## src/rtl/cb_zigzag_serializer.sv

```systemverilog
// Ping-pong buffered Cb block serializer: 64 coefficients per block in JPEG zigzag order, DC as DPCM diff.
// Latency: first coefficient valid one cycle after capture; stalls hold the word until coef_ready; in_ready drops with both banks full.
module cb_zigzag_serializer #(
    parameter int DW = 11
) (
    input  logic                    clk,
    input  logic                    rst_n,
    input  logic                    in_valid,
    input  logic [7:0][7:0][DW-1:0] Q,
    output logic                    in_ready,
    input  logic                    dc_clear,
    output logic [DW:0]             coef_data,
    output logic [5:0]              coef_idx,
    output logic                    coef_last,
    output logic                    coef_valid,
    input  logic                    coef_ready,
    output logic                    overflow
);

    typedef enum logic {IDLE, DRAIN} state_t;

    localparam logic [5:0] ZZ [64] = '{
        6'd0,  6'd1,  6'd8,  6'd16, 6'd9,  6'd2,  6'd3,  6'd10,
        6'd17, 6'd24, 6'd32, 6'd25, 6'd18, 6'd11, 6'd4,  6'd5,
        6'd12, 6'd19, 6'd26, 6'd33, 6'd40, 6'd48, 6'd41, 6'd34,
        6'd27, 6'd20, 6'd13, 6'd6,  6'd7,  6'd14, 6'd21, 6'd28,
        6'd35, 6'd42, 6'd49, 6'd56, 6'd57, 6'd50, 6'd43, 6'd36,
        6'd29, 6'd22, 6'd15, 6'd23, 6'd30, 6'd37, 6'd44, 6'd51,
        6'd58, 6'd59, 6'd52, 6'd45, 6'd38, 6'd31, 6'd39, 6'd46,
        6'd53, 6'd60, 6'd61, 6'd54, 6'd47, 6'd55, 6'd62, 6'd63
    };

    function automatic logic [DW:0] sext(input logic [DW-1:0] v);
        return {v[DW-1], v};
    endfunction

    // Packed Q flattens to raster order r*8+c, so each bank stores it verbatim.
    logic [63:0][DW-1:0] bank0, bank1;
    logic [63:0][DW-1:0] cur_bank, oth_bank;
    logic [1:0]          full, full_nxt;
    logic                wr_sel, rd_sel;
    state_t              state;
    logic [5:0]          k, k_inc;
    logic [DW:0]         pred, pred_eff;
    logic                capture, accept, release_blk;

    assign in_ready    = !(full[0] && full[1]);
    assign capture     = in_valid && in_ready;
    assign accept      = coef_valid && coef_ready;
    assign release_blk = (state == DRAIN) && accept && (k == 6'd63);
    assign k_inc       = k + 6'd1;
    assign coef_idx    = k;
    // A DC word loaded on a dc_clear edge already belongs to the new interval.
    assign pred_eff    = dc_clear ? '0 : pred;

    always_comb begin
        cur_bank = rd_sel ? bank1 : bank0;
        oth_bank = rd_sel ? bank0 : bank1;
        full_nxt = full;
        if (capture)
            full_nxt[wr_sel] = 1'b1;
        if (release_blk)
            full_nxt[rd_sel] = 1'b0;
    end

    always_ff @(posedge clk) begin
        if (capture && !wr_sel)
            bank0 <= Q;
        if (capture && wr_sel)
            bank1 <= Q;
    end

    always_ff @(posedge clk) begin
        if (!rst_n) begin
            state      <= IDLE;
            k          <= '0;
            coef_valid <= 1'b0;
            coef_data  <= '0;
            coef_last  <= 1'b0;
            overflow   <= 1'b0;
            full       <= '0;
            wr_sel     <= 1'b0;
            rd_sel     <= 1'b0;
            pred       <= '0;
        end else begin
            full <= full_nxt;
            if (capture)
                wr_sel <= !wr_sel;
            if (in_valid && !in_ready)
                overflow <= 1'b1;

            if (dc_clear)
                pred <= '0;
            else if (state == DRAIN && accept && k == 6'd0)
                pred <= sext(cur_bank[0]);

            case (state)
                IDLE: begin
                    if (full[rd_sel]) begin
                        state      <= DRAIN;
                        k          <= '0;
                        coef_valid <= 1'b1;
                        coef_last  <= 1'b0;
                        coef_data  <= sext(cur_bank[0]) - pred_eff;
                    end
                end
                DRAIN: begin
                    if (accept) begin
                        if (k == 6'd63) begin
                            rd_sel <= !rd_sel;
                            if (full[!rd_sel]) begin
                                k         <= '0;
                                coef_last <= 1'b0;
                                coef_data <= sext(oth_bank[0]) - pred_eff;
                            end else begin
                                state      <= IDLE;
                                coef_valid <= 1'b0;
                                coef_last  <= 1'b0;
                            end
                        end else begin
                            k         <= k_inc;
                            coef_last <= (k == 6'd62);
                            coef_data <= sext(cur_bank[ZZ[k_inc]]);
                        end
                    end
                end
                default: state <= IDLE;
            endcase
        end
    end

endmodule

```

## config.mk

```make
export PLATFORM = sky130hd
export DESIGN_NAME = cb_zigzag_serializer
export DESIGN_NICKNAME = d
export VERILOG_FILES = /design/src/rtl/cb_zigzag_serializer.sv
export SDC_FILE = /design/constraint.sdc
export NUM_CORES = 2
export LEC_CHECK = 0
export CAP_MARGIN = 20
export CORE_MARGIN = 2
export CORE_UTILIZATION = 35
export DETAILED_ROUTE_END_ITERATION = 10
export DONT_BUFFER_PORTS = 1
export GPL_TIMING_DRIVEN = 0
export PLACE_DENSITY = 0.57
export SLEW_MARGIN = 15
export SYNTH_ARGS = -nofsm -noshare
export SYNTH_HDL_FRONTEND = slang
export SYNTH_SLANG_ARGS = --single-unit
```

## constraint.sdc

```tcl
create_clock -name clk -period 52.1 [get_ports clk]
set_input_delay 10.42 -clock clk [delete_from_list [all_inputs] [get_ports clk]]
set_output_delay 10.42 -clock clk [all_outputs]
set_load 0.02 [all_outputs]
```

# Word-level counts from Yosys, hierarchy flattened
# Memory sizes are Yosys's and may differ from the RTL's.
# Index checks and enable logic that the tools add are counted.
dict set report word_totals {
  reg_bits 1445
  latch_bits 0
  ramBits 0
  rom_bits 384
  input_bits 709
  out_inout_bits 22
  elab_cells 223
  mem_count 1
}
dict set report classes {
  n_addsub 3
  multipliers 0
  n_div 0
  n_lt_le_gt_ge 7
  n_eq_ne 7
  shifts 0
  muxes 41
  n_bitwise 6
  reduce_logical 20
}
# memory words word_bits rd rd_ports_with_merged_regs wr line
set mem_list {}
lappend mem_list {{(no name shown)} 64 6 1 0 0 123} ;# coef_data <= sext(cur_bank[ZZ[k_inc]]);
# op n
set ops {}
lappend ops {{$mux W704} 1}
lappend ops {{$bmux W11 S6} 1}
lappend ops {{$mux W12} 5}
lappend ops {{$mux W6} 6}
lappend ops {{$pmux W12 S2} 1}
lappend ops {{$sub A12 B12 Y12} 2}
lappend ops {{$mux W11} 2}
lappend ops {{$mux W1} 17}
lappend ops {{$eq A6 B6 Y1 const B} 2}
lappend ops {{$pmux W6 S2} 1}
lappend ops {{$logic_and A1 B1 Y1} 11}
lappend ops {{$ge A7 B7 Y1 const B} 1}
lappend ops {{$lt A6 B7 Y1 const B} 1}
lappend ops {{$not A6 Y7} 1}
lappend ops {{$add A6 B1 Y6 const B} 1}
lappend ops {{$logic_not A6 Y1} 1}
lappend ops {{$lt A1 B2 Y1 const B} 3}
lappend ops {{$pmux W1 S2} 3}
lappend ops {{$reduce_and A3 Y1} 2}
lappend ops {{$mux W2} 2}
lappend ops {{$ne A2 B1 Y1 const B} 2}
lappend ops {{$ne A2 B2 Y1 const B} 2}
lappend ops {{$reduce_and A4 Y1} 1}
lappend ops {{$logic_not A1 Y1} 3}
lappend ops {{other kinds (9)} 12}

# Longest topological paths before layout
dict set report depth {
  ltp_word 10
  depth_mapped 24
}

# Least setup slack after synthesis
# OpenSTA, ideal clock, no wires.
dict set report synth_timing {
  kind {in2reg}
  from {input in_valid}
  to {register bank0[0] in the netlist's numbering (enable)}
  setup_ns 1.791
  t_arrival_ns 39.622
  t_required_ns 50.309
  slack_ns 10.688
  stages 2
  cell_sequence {nand2_1 -> nor2_1}
}
dict set report synth_via {
  elab_chain_len 2
}
# element line
set synth_lines {}
lappend synth_lines {{start: declaration} 8} ;# input logic in_valid,
lappend synth_lines {{$logic_and A1 B1 Y1} 48} ;# assign capture = in_valid && in_ready;
lappend synth_lines {{$logic_and A1 B1 Y1} 67} ;# if (capture && !wr_sel)
lappend synth_lines {{end signal: assignment} 68} ;# bank0 <= Q;
lappend synth_lines {{end: declaration} 38} ;# logic [63:0][DW-1:0] bank0, bank1;
# Every way passes these cells.
# A chain may end at the register's enable or synchronous reset.

# Worst setup path after layout
dict set report layout_timing {
  from {input dc_clear}
  to {register coef_data[11]}
}
dict set report layout_via {
  elab_chain_len 6
  word_cells_on_any_way 8
}
# element line
set layout_lines {}
lappend layout_lines {{start: declaration} 11} ;# input logic dc_clear,
lappend layout_lines {{$mux W12 (*)} 54} ;# assign pred_eff = dc_clear ? '0 : pred;
lappend layout_lines {{$sub A12 B12 Y12} 114} ;# coef_data <= sext(oth_bank[0]) - pred_eff;
lappend layout_lines {{$mux W12} 111} ;# if (full[!rd_sel]) begin
lappend layout_lines {{$mux W12} 109} ;# if (k == 6'd63) begin
lappend layout_lines {{$mux W12} 108} ;# if (accept) begin
lappend layout_lines {{$pmux W12 S2 (*)} 97} ;# case (state)
lappend layout_lines {{end signal: assignment} 104} ;# coef_data <= sext(cur_bank[0]) - pred_eff;
lappend layout_lines {{end signal: assignment} 114}
lappend layout_lines {{end signal: assignment} 123}
lappend layout_lines {{end: declaration} 12} ;# output logic [DW:0] coef_data,
# Mark *: on every way between the ends. The rest lies on a longest branch, timed or not. The select of a mux whose other input is x is not followed.

==> results.py <==
metrics = {
    "outcome": {
        "outcome": "complete, no violations",
    },
    "timing": {
        "rsz0062_at_grt": "false",
        "hold_viol": 0,
        "min_period_over_period_pct": 25.35,
        "slew_violations": 0,
        "fin_ws_ps": 38890,
        "worstMarginPinSlew_ps": 1280,
        "slew_headroom_pct": 14.68,
        "hold_ws_ps": 456.4,
        "finalSetupViolCount": 0,
        "fin_crit_ps": 13210,
        "fin_skew_ps": 53.77,
        "fmax_mhz": 75.70,
    },
    "pwr": {
        "p_comb_share_pct": 6.2,
        "ir_worst_vdd_v": 0.00003338,
        "leakagePower_nw": 22.55,
        "p_per_area_nw_per_um2": 39.42,
        "switching_share_pct": 23.03,
        "p_int_w": 0.002055,
        "seqPwrFrac_pct": 51.9,
        "switching_power_w": 0.0006148,
        "power_frac_clock_pct": 41.9,
    },
    "logic_synthesis": {
        "syn_avg_cell_area_sq_um": 17.12,
        "ys_types": 81,
        "yosys_warnings": 0,
        "synth_edf_count": 1408,
        "postSynthCellCount": 3400,
        "ys_seq_elements": 1445,
        "synth_xor_area_share_pct": 0.3568,
        "synth-async-reset-ratio_pct": 0,
        "synth_ff_type": "edfxtp_1",
        "synthMuxAreaShare_pct": 11.35,
        "synth_compound_area_share_pct": 5.350,
        "ys_seq_area_share_pct": 73.91,
        "synth_fa_ha_area_share_pct": 0.8211,
        "syn_area_sq_um": 58210,
        "synth_fp_nets": 4146,
        "yosys.area_share.simple_pct": 6.281,
        "synth_top_family_by_area": "multiplexers",
    },
    "place": {
        "placedInstanceArea_sq_um": 62410,
        "pre_cts_ws_ps": 38290,
        "routabilityCongestion": 0.9626,
        "dp.cells": 5655,
        "io_buffer_count": 0,
        "hpwl_microns": 184000,
    },
    "clock_network": {
        "cts_buffers": 158,
        "cts_resized": 0,
        "h-tree-depth": 4,
        "path_clk_slew_ps": 60,
        "cts_tree": "done",
        "postCtsHoldBufs": 0,
        "post_cts_buffers": 0,
        "root_buffer": "clkbuf_16",
        "cts.sink_count": 1445,
        "clkLatencyLatePin_ps": 830,
        "clock_path_buffers": 3,
    },
    "cells_and_area": {
        "multiInputGateArea_sq_um": 14120,
        "design_area_sq_um": 67730,
        "area_growth_syn_to_layout_pct": 16.35,
        "nets": 4375,
        "final_util_pct": 41.05,
        "fin_cells": 6010,
        "regArea_sq_um": 43020,
        "fill_cells": 14870,
        "drive_above_1_share_pct": 18.86,
    },
    "routing": {
        "totalWireLength_microns": 243300,
        "met1Wirelength_microns": 86230,
        "drc": 0,
        "ant_nets": 0,
        "first_pass_iters": 6,
        "viasPerCell": 5.870,
        "num_vias": 35280,
        "dr_wl_met3_microns": 33500,
        "top_layer": "met5",
        "route.met2.wl_microns": 110600,
        "dr.first_iter.drc_count": 5227,
        "routedWlPerCell_microns": 40.49,
    },
    "global_route": {
        "grt_pass1_vias": 34180,
        "track_usage_pct": 28.09,
        "grt_overflow_total": 0,
        "grt_max_degree": 57,
        "grt_pass1_wl_microns": 313400,
        "antenna_found_initial": 113,
    },
    "run": {
        "cap_violations": 0,
    },
    "worst_hold_path": {
        "hp-class": "flip-flop to flip-flop",
    },
    "critical_path": {
        "critical_path_class": "input port to flip-flop",
        "cp.required_ps": 52820,
        "crit_chain": "clkbuf_1, nand2b_1, ha_1, nor2b_1, o21ai_0, a21boi_0, o21ai_0, nand2b_1, a21o_1, a21oi_1, o21ai_0, a2111oi_0, a21oi_1, a2bb2oi_1, a21oi_1",
        "cp.arrival_ps": 13930,
        "cp_slowest_stage_delay_ps": 500,
        "critPathLaunchType": "input port",
        "critPathCaptureType": "flip-flop",
        "crit_slowest_cell": "a2111oi_0",
        "crit_fanout": 10,
    },
    "floorplan": {
        "pin_count": 731,
        "start_util_pct": 35.28,
        "die_area_sq_um": 169600,
        "coreArea_sq_um": 165000,
        "rows": 149,
        "die_y_microns": 411.8,
        "die_width_microns": 411.8,
    },
}
==> synth_stat cells, types with 6 or more instances <==
master	count	area, sq um
clkbuf_1	58	217.7
mux2_2	24	270.3
nand4_1	22	137.6
buf_4	33	247.7
nor2_1	101	379.1
xnor2_1	12	105.1
nand2_1	479	1798
a311oi_1	9	78.83
nor3_1	44	220.2
o221ai_1	12	105.1
edfxtp_1	1408	42280
buf_1	11	41.29
buf_6	9	101.4
and3_1	22	137.6
o21ai_0	55	275.3
a21boi_0	8	60.06
dfxtp_1	37	740.7
buf_2	83	415.4
a21oi_1	136	680.7
nand3_1	94	470.5
mux2i_1	129	1291
a2111oi_0	9	78.83
nor2b_1	9	56.30
nor4_1	24	150.1
a211oi_1	23	172.7
o21ai_1	7	35.03
a32oi_1	19	166.4
nand2b_1	18	112.6
a22oi_1	18	135.1
ha_1	35	437.9
mux4_2	224	5045
a32o_1	9	90.09
o32ai_1	6	52.55
o22ai_1	29	181.4
a31oi_1	37	231.5
o211ai_1	9	67.56
a221oi_1	10	87.58
inv_1	26	97.59
==> state kept, by name, summed over array words and instances, names as in the netlist <==
| name | count |
|---|---|
| bank0 | 704 |
| bank1 | 704 |
| coef_data | 12 |
| coef_idx | 6 |
| coef_last | 1 |
| coef_valid | 1 |
| full | 2 |
| overflow | 1 |
| pred | 11 |
| rd_sel | 1 |
| state | 1 |
| wr_sel | 1 |
==> power by group through the flow <==
stage	Clock (W)	Combinational (W)	Sequential, W
after floorplan	0	0.0000855	0.00148
after global placement	0	0.000144	0.00154
after detailed placement	0	0.000163	0.00141
after CTS	0.00113	0.000163	0.00139
after global routing	0.00117	0.000171	0.00139
final	0.00112	0.000166	0.00139
==> area by class of cell <==
type	count	area share, %
diodes	68	0.2513
plain buffers	194	1.546
clock buffers	195	6.137
clock inverters	89	1.400
inverters	27	0.1496
multi-input cells	1734	20.85
flip-flops and latches	1445	63.52
well taps	2189	4.044
repair buffers	69	2.102
==> layout by cell type, fill, tap and decap left out, types with 14 or more instances in the layout <==
cell	count
buf_12	29
mux4_2	224
clkinv_2	18
ha_1	35
edfxtp_1	1408
o22ai_1	29
a22oi_1	18
a32oi_1	19
clkbuf_2	14
buf_16	23
dfxtp_1	37
mux2_2	24
diode_2	68
a211oi_1	23
o21ai_0	55
nor4_1	22
nand4_1	22
clkinv_1	38
nor3_1	43
buf_4	37
nor2_1	92
nand3_1	94
buf_2	88
inv_1	26
a31oi_1	37
mux2i_1	129
a21oi_1	136
clkbuf_1	78
nand2_1	479
and3_1	21
clkbuf_16	161
nand2b_1	18
==> worst max-delay path, delay by kind of cell <==
family | cells | cell delay, ps
simple gates | 3 | 540
fa+ha+maj | 1 | 270
compound gates | 10 | 2250
buf+inv | 1 | 430
==> worst paths after layout <==
| check | from | endpoint | slack (ps) | cells after the start |
|---|---|---|---|---|
| worst min register to register | pred[1]$_SDFFE_PP0P_ | pred[1]$_SDFFE_PP0P_ | 460 | 2 |
| worst max register to register | rd_sel$_SDFFE_PN0P_ | coef_data[10]$_SDFFE_PN0P_ | 44810 | 25 |
| worst max-delay path | dc_clear | coef_data[11]$_SDFFE_PN0P_ | 38890 | 15 |
| worst min-delay path | pred[1]$_SDFFE_PP0P_ | pred[1]$_SDFFE_PP0P_ | 460 | 2 |
==> cells by family (layout without fill, tap and decap cells) <==
| family | Yosys count | in the layout |
|---|---|---|
| adder cells (fa/ha/maj) | 37 | 37 |
| other | 0 | 68 |
| buffers and inverters | 221 | 574 |
| multiplexers | 377 | 377 |
| XOR/XNOR | 19 | 19 |
| AND/OR/NAND/NOR | 838 | 838 |
| AO/OA/AOI/OAI | 463 | 463 |
| flip-flops | 1445 | 1445 |
==> metrics by stage <==
stage               power (W)  setup TNS, ps
floorplan            0.001565              0
finish               0.002670              0
detailed placement   0.001572              0
CTS                  0.002675              0
global placement     0.001681       -5393210
global route         0.002733              0
==> per-layer routing <==
metal  vias up  track usage, %
met5         -               0
met1     18210           33.22
met2      2244           43.20
met3       591           13.59
li1      14110               -
met4       130           12.64
(Power assumes the default switching activity.)
